## config.mk

```make
export PLATFORM = sky130hd
export DESIGN_NAME = pipeline_run_ctl
export DESIGN_NICKNAME = d
export VERILOG_FILES = /design/src/rtl/pipeline_run_ctl_pkg.sv /design/src/rtl/pipeline_run_ctl_btn_debounce.sv /design/src/rtl/pipeline_run_ctl.sv
export SDC_FILE = /design/constraint.sdc
export NUM_CORES = 1
export LEC_CHECK = 0
export ABC_AREA = 1
export CORE_MARGIN = 4
export CORE_UTILIZATION = 47
export CTS_CLUSTER_SIZE = 16
export DETAILED_ROUTE_END_ITERATION = 16
export PLACE_DENSITY = 0.91
export SYNTH_ARGS = -nofsm -noshare
export SYNTH_HDL_FRONTEND = slang
export SYNTH_SLANG_ARGS = --single-unit
```

## constraint.sdc

```tcl
create_clock -name i_clk -period 3.45 [get_ports i_clk]
set_clock_uncertainty 0.15 [all_clocks]
set_input_delay 0.69 -clock i_clk [delete_from_list [all_inputs] [get_ports i_clk]]
set_output_delay 0.69 -clock i_clk [all_outputs]
set_load 0.03 [all_outputs]
```

## src/rtl/pipeline_run_ctl_pkg.sv

```systemverilog
// Shared encodings for the pipeline run/halt/step sequencer.
// Hazard and debug logic import this package to decode o_state.
package pipeline_run_ctl_pkg;

    typedef enum logic [1:0] {
        ST_HALT = 2'd0,
        ST_RUN  = 2'd1,
        ST_STEP = 2'd2,
        ST_BP   = 2'd3
    } run_state_e;

    // A step press with a zero count still advances the pipeline by this many cycles.
    localparam int unsigned STEP_ZERO_LOAD = 1;

endpackage

```

## src/rtl/pipeline_run_ctl_btn_debounce.sv

```systemverilog
// Button conditioner: 2-flop synchronizer, stability counter, and a rising-edge press pulse.
// Latency: a press_vld pulse follows a clean raw rising edge by 2 + DEBOUNCE_CYCLES cycles.
// Backpressure: none; press_vld is a single-cycle pulse and is never held.
module pipeline_run_ctl_btn_debounce #(
    parameter int DEBOUNCE_CYCLES = 16
) (
    input  logic i_clk,
    input  logic i_rst,
    input  logic btn_raw,
    output logic press_vld
);

    localparam int CNT_W = (DEBOUNCE_CYCLES > 1) ? $clog2(DEBOUNCE_CYCLES) : 1;
    localparam logic [CNT_W-1:0] CNT_LAST = CNT_W'(DEBOUNCE_CYCLES - 1);

    logic             sync_q1;
    logic             sync_q2;
    logic             lvl_q;
    logic [CNT_W-1:0] cnt_q;
    logic             settle;

    // The sample taken this cycle is the last one needed, so the level flips at this edge.
    assign settle    = (sync_q2 != lvl_q) && (cnt_q == CNT_LAST);
    assign press_vld = settle && sync_q2;

    always_ff @(posedge i_clk) begin
        if (i_rst) begin
            sync_q1 <= 1'b0;
            sync_q2 <= 1'b0;
            lvl_q   <= 1'b0;
            cnt_q   <= '0;
        end else begin
            sync_q1 <= btn_raw;
            sync_q2 <= sync_q1;
            if (sync_q2 == lvl_q) begin
                cnt_q <= '0;
            end else if (settle) begin
                lvl_q <= sync_q2;
                cnt_q <= '0;
            end else begin
                cnt_q <= cnt_q + 1'b1;
            end
        end
    end

endmodule

```

## src/rtl/pipeline_run_ctl.sv

```systemverilog
// Run/halt/step/breakpoint sequencer driving the datapath clock enable from two debounced buttons.
// Latency: o_clk_en is Mealy on the breakpoint compare; button presses act 2 + DEBOUNCE_CYCLES after the raw edge.
// Backpressure: none; o_clk_en is the datapath's only throttle and is forced low during reset.
module pipeline_run_ctl
    import pipeline_run_ctl_pkg::*;
#(
    parameter int DEBOUNCE_CYCLES = 16,
    parameter int PC_W            = 64,
    parameter int STEP_W          = 8
) (
    input  logic              i_clk,
    input  logic              i_rst,
    input  logic              i_btn_run,
    input  logic              i_btn_step,
    input  logic [STEP_W-1:0] i_step_count,
    input  logic              i_bp_en,
    input  logic [PC_W-1:0]   i_bp_addr,
    input  logic [PC_W-1:0]   i_pc_f,
    input  logic              i_halt_req,
    output logic              o_clk_en,
    output logic [1:0]        o_state,
    output logic              o_bp_hit,
    output logic [31:0]       o_cycle_cnt
);

    run_state_e        state_q, state_nxt;
    logic [STEP_W-1:0] step_cnt_q, step_cnt_nxt;
    logic              bp_hit_q, bp_hit_nxt;
    logic              suppress_q, suppress_nxt;
    logic [31:0]       cycle_cnt_q;
    logic              run_press;
    logic              step_press;
    logic              bp_match;
    logic              clk_en;
    logic [STEP_W-1:0] step_load;

    pipeline_run_ctl_btn_debounce #(
        .DEBOUNCE_CYCLES(DEBOUNCE_CYCLES)
    ) u_btn_debounce_run (
        .i_clk    (i_clk),
        .i_rst    (i_rst),
        .btn_raw  (i_btn_run),
        .press_vld(run_press)
    );

    pipeline_run_ctl_btn_debounce #(
        .DEBOUNCE_CYCLES(DEBOUNCE_CYCLES)
    ) u_btn_debounce_step (
        .i_clk    (i_clk),
        .i_rst    (i_rst),
        .btn_raw  (i_btn_step),
        .press_vld(step_press)
    );

    // Suppress masks the compare for the first resumed cycle so a resume can leave the breakpoint PC.
    assign bp_match  = i_bp_en && (i_pc_f == i_bp_addr) && !suppress_q;
    assign step_load = (i_step_count == '0) ? STEP_W'(STEP_ZERO_LOAD) : i_step_count;

    always_comb begin
        clk_en = 1'b0;
        if (!i_rst) begin
            if (state_q == ST_RUN && !bp_match) begin
                clk_en = 1'b1;
            end
            if (state_q == ST_STEP) begin
                clk_en = 1'b1;
            end
        end
    end

    always_comb begin
        state_nxt    = state_q;
        step_cnt_nxt = step_cnt_q;
        bp_hit_nxt   = bp_hit_q;
        suppress_nxt = suppress_q;

        if (state_q == ST_RUN && clk_en) begin
            suppress_nxt = 1'b0;
        end

        case (state_q)
            ST_HALT, ST_BP: begin
                // Run takes priority over a step press landing in the same cycle.
                if (run_press) begin
                    state_nxt    = ST_RUN;
                    suppress_nxt = 1'b1;
                    bp_hit_nxt   = 1'b0;
                end else if (step_press) begin
                    state_nxt    = ST_STEP;
                    step_cnt_nxt = step_load;
                    bp_hit_nxt   = 1'b0;
                end
            end
            ST_RUN: begin
                if (i_halt_req || run_press) begin
                    state_nxt = ST_HALT;
                end else if (bp_match) begin
                    state_nxt  = ST_BP;
                    bp_hit_nxt = 1'b1;
                end
            end
            ST_STEP: begin
                if (i_halt_req || run_press) begin
                    state_nxt    = ST_HALT;
                    step_cnt_nxt = '0;
                end else begin
                    step_cnt_nxt = step_cnt_q - 1'b1;
                    if (step_cnt_q == STEP_W'(1)) begin
                        state_nxt = ST_HALT;
                    end
                end
            end
        endcase
    end

    always_ff @(posedge i_clk) begin
        if (i_rst) begin
            state_q     <= ST_HALT;
            step_cnt_q  <= '0;
            bp_hit_q    <= 1'b0;
            suppress_q  <= 1'b0;
            cycle_cnt_q <= '0;
        end else begin
            state_q    <= state_nxt;
            step_cnt_q <= step_cnt_nxt;
            bp_hit_q   <= bp_hit_nxt;
            suppress_q <= suppress_nxt;
            if (clk_en) begin
                cycle_cnt_q <= cycle_cnt_q + 32'd1;
            end
        end
    end

    assign o_clk_en    = clk_en;
    assign o_state     = state_q;
    assign o_bp_hit    = bp_hit_q;
    assign o_cycle_cnt = cycle_cnt_q;

endmodule

```

==> results.json <==
{
  "port_buffers": 177,
  "clock.fmax_mhz": 306,
  "clock_latency_ns": 0.34,
  "vias": 5183,
  "yosysWarnings": 0,
  "worst_pin_slew_ns": 1.14,
  "die_y_um": 104,
  "crit_end": "o_clk_en",
  "rrSetupSlack_ns": 0.63,
  "first_global_vias": 4786,
  "stdcell_count": 1049,
  "ys.flop_type": "dfxtp_1",
  "layout.nets": 1087,
  "multi_input_area_um2": 2510,
  "cp.required_ns": 2.61,
  "diodes": 0,
  "dp_slack_ns": -0.250,
  "firstDrtPassIters": 7,
  "async_reset_ff_share_pct": 0,
  "viasPerCell": 4.94,
  "clkTransAtPathRegs_ns": 0.06,
  "p_total_mw": 2.35,
  "rows": 34,
  "cellPowerDensity_nw_per_um2": 368,
  "cp-start-kind": "input port",
  "syn-instance-count": 759,
  "finalCriticalPeriod_ns": 3.27,
  "synth.avg_cell_area_um2": 5.67,
  "post-cts-setup-buffer-count": 0,
  "synth_top_area_share_pct": 27.0,
  "die_area_um2": 10800,
  "whs_ns": 0.259,
  "ios": 178,
  "wl_per_cell_um": 13.4,
  "root_buffer": "clkbuf_8",
  "grt_use_total_pct": 25.3,
  "clockBufferDepth": 2,
  "tns_ns": 0,
  "regArea_um2": 1160,
  "drc_errors": 0,
  "rsz0062_at_grt": "false",
  "crit_start": "i_pc_f[59]",
  "final-hold-violation-count": 0,
  "dp_hpwl_mm": 11.0,
  "hold_path_class": "reg2reg",
  "drive_gt1_share_pct": 4.68,
  "area_growth_pct": 48.1,
  "cts_tree": "yes",
  "synth_top_family_by_area": "simple AND/OR/NAND/NOR gates",
  "maxSlewViolCount": 0,
  "post-place-cells": 1035,
  "drt_iter0_markers": 295,
  "outcome": "finished clean",
  "antenna_found_initial": 0,
  "synth.largest_area_cell": "dfxtp_1",
  "r2r-start": "o_state[0]$_SDFFE_PP0P_",
  "rr_worst_depth": 9,
  "r2r-end": "step_cnt_q[3]$_SDFFE_PP0P_",
  "drv_cap": 0,
  "ys_seq_elements": 58,
  "power_leakage_nw": 3.09,
  "synth-simple-area-share_pct": 45.6,
  "fillers": 730,
  "grt_pass1_wl_mm": 22.6,
  "layout_setup_ws_ns": 0.179,
  "globalplace.congestion": 0.893,
  "clock_sinks": 58,
  "synth.area.mux_share_pct": 0,
  "setup_viol_count_final": 0,
  "yosysSeqAreaShare_pct": 27.0,
  "peakVddDrop_mv": 0.298,
  "yosysUniqueCellTypes": 34,
  "endpoint_kind": "output pin",
  "htree_num_levels": 3,
  "gr-total-overflow": 0,
  "arrival_ns": 2.43,
  "synth-xor-area-share_pct": 4.07,
  "die_w_um": 104,
  "syn_nets": 908,
  "core_area_um2": 8810,
  "cts_buffers": 9,
  "fin_crit_sh_pct": 94.8,
  "synth_area_leaders": "dfxtp_1 (27%), nand2_1 (20%), inv_1 (13%)",
  "critPathMaxFanout": 2,
  "ant_nets": 0,
  "synth_fa_ha_area_share_pct": 2.03,
  "synth_edf_count": 0,
  "synth-compound-area-share_pct": 6.63,
  "wirelength_mm": 14.1,
  "grt_max_degree": 60,
  "syn_area_um2": 4310,
  "slew_headroom_pct": 22.9,
  "start_util_pct": 48.9,
  "critPathKind": "in2out"
}
==> critical path, stage by stage <==
cell and delay [ns]:
clkdlybuf4s50_1 0.46, inv_1 0.05, or2_2 0.26, nand4_1 0.07, nor2_1 0.05, nand2_1 0.11
nor2_1 0.06, nand3_1 0.07, nand2_1 0.07, nand2_1 0.10, inv_1 0.06, nor2_1 0.14
clkbuf_2 0.23
==> placed cells by master (no fill, tap or decap) <==
cell,synthesis,routed
a211oi_1,1,1
a21oi_1,26,26
a22oi_1,1,1
a31o_2,1,1
a31oi_1,2,2
buf_4,1,3
bufinv_16,0,2
clkbuf_1,4,1
clkbuf_2,0,1
clkbuf_8,0,10
clkdlybuf4s50_1,0,176
clkinv_2,0,1
dfxtp_1,58,58
ha_1,7,7
inv_1,151,151
inv_2,1,1
nand2_1,228,228
nand2_2,4,4
nand3_1,39,39
nand3_2,3,3
nand3b_1,1,1
nand4_1,16,16
nand4_2,2,2
nor2_1,135,134
nor2_2,3,4
nor2_4,3,3
nor3_1,5,5
nor3_2,2,2
nor3_4,1,1
nor4_1,7,7
nor4_4,1,1
o21ai_0,20,20
o22ai_1,3,3
or2_2,5,5
or3_1,1,1
xnor2_1,14,14
xor2_1,6,6
==> where the power goes <==
part	switching [mW]	internal, mW
Clock	0.263	0.417
Sequential	0.0396	0.709
Combinational	0.537	0.382
==> state kept, by name (all words and copies together), names as in the netlist, 2 cells and up <==
name,flops
u_btn_debounce_step.cnt_q,4
o_state,2
o_cycle_cnt,32
u_btn_debounce_run.cnt_q,4
step_cnt_q,8
==> per-stage QoR <==
stage	util [%]	cell area, um2
2_1_floorplan	-	4310
3_3_place_gp	70.1	6170
3_5_place_dp	70.1	6170
4_1_cts	72.4	6380
5_1_grt	72.4	6370
6_report	72.4	6370
==> how the worst min path moves through the flow <==
stage / depth (start not counted) / start / slack [ns] / endpoint
floorplan: 2 / u_btn_debounce_run.sync_q1$_SDFF_PP0_ / 0.24 / u_btn_debounce_run.sync_q2$_SDFF_PP0_
global placement: 2 / u_btn_debounce_run.sync_q1$_SDFF_PP0_ / 0.25 / u_btn_debounce_run.sync_q2$_SDFF_PP0_
detailed placement: 2 / u_btn_debounce_step.sync_q1$_SDFF_PP0_ / 0.25 / u_btn_debounce_step.sync_q2$_SDFF_PP0_
CTS: 2 / u_btn_debounce_run.sync_q1$_SDFF_PP0_ / 0.27 / u_btn_debounce_run.sync_q2$_SDFF_PP0_
global route: 2 / u_btn_debounce_run.sync_q1$_SDFF_PP0_ / 0.29 / u_btn_debounce_run.sync_q2$_SDFF_PP0_
finish: 2 / u_btn_debounce_run.sync_q1$_SDFF_PP0_ / 0.26 / u_btn_debounce_run.sync_q2$_SDFF_PP0_
==> cells by family after synthesis <==
family          after synthesis
simple gates                456
buf+inv                     164
flops                        58
compound gates               54
xor+xnor                     20
fa+ha+maj                     7
==> synthesized netlist by cell type (4+ instances only) <==
| cell type | n |
|---|---|
| ha_1 | 7 |
| nand3_1 | 39 |
| inv_1 | 151 |
| buf_2 | 6 |
| nand2_1 | 228 |
| nand4_1 | 16 |
| xor2_1 | 6 |
| dfxtp_1 | 58 |
| nor2_1 | 135 |
| clkbuf_1 | 4 |
| nand2_2 | 4 |
| o21ai_0 | 20 |
| nor3_1 | 5 |
| xnor2_1 | 14 |
| a21oi_1 | 26 |
| or2_2 | 5 |
| nor4_1 | 7 |
==> per-layer routing <==
layer  wire length (um)  vias to the layer above  GRT usage (%)
met1               5830                     2300           30.5
met5                  0                        -              0
met4                301                        0           6.84
met2               7110                      190           45.8
met3                828                       29           4.73
li1                   -                     2664              -
==> layout make-up <==
cell class                 count  area share [%]
multi-input combinational    537            39.4
clock buffer                  11            2.22
inverter                     152            8.95
timing repair buffer         180            28.1
tap                          108            2.12
sequential                    58            18.2
clock inverter                 3            1.02
==> repair_timing <==
action | in CTS | in global routing
resized for setup | 1 | 3
setup endpoints to repair | 1 | 1
hold buffers | 0 | 0
endpoints found under the hold margin | 0 | 0
Note: power is estimated with default switching activity, not from simulation.
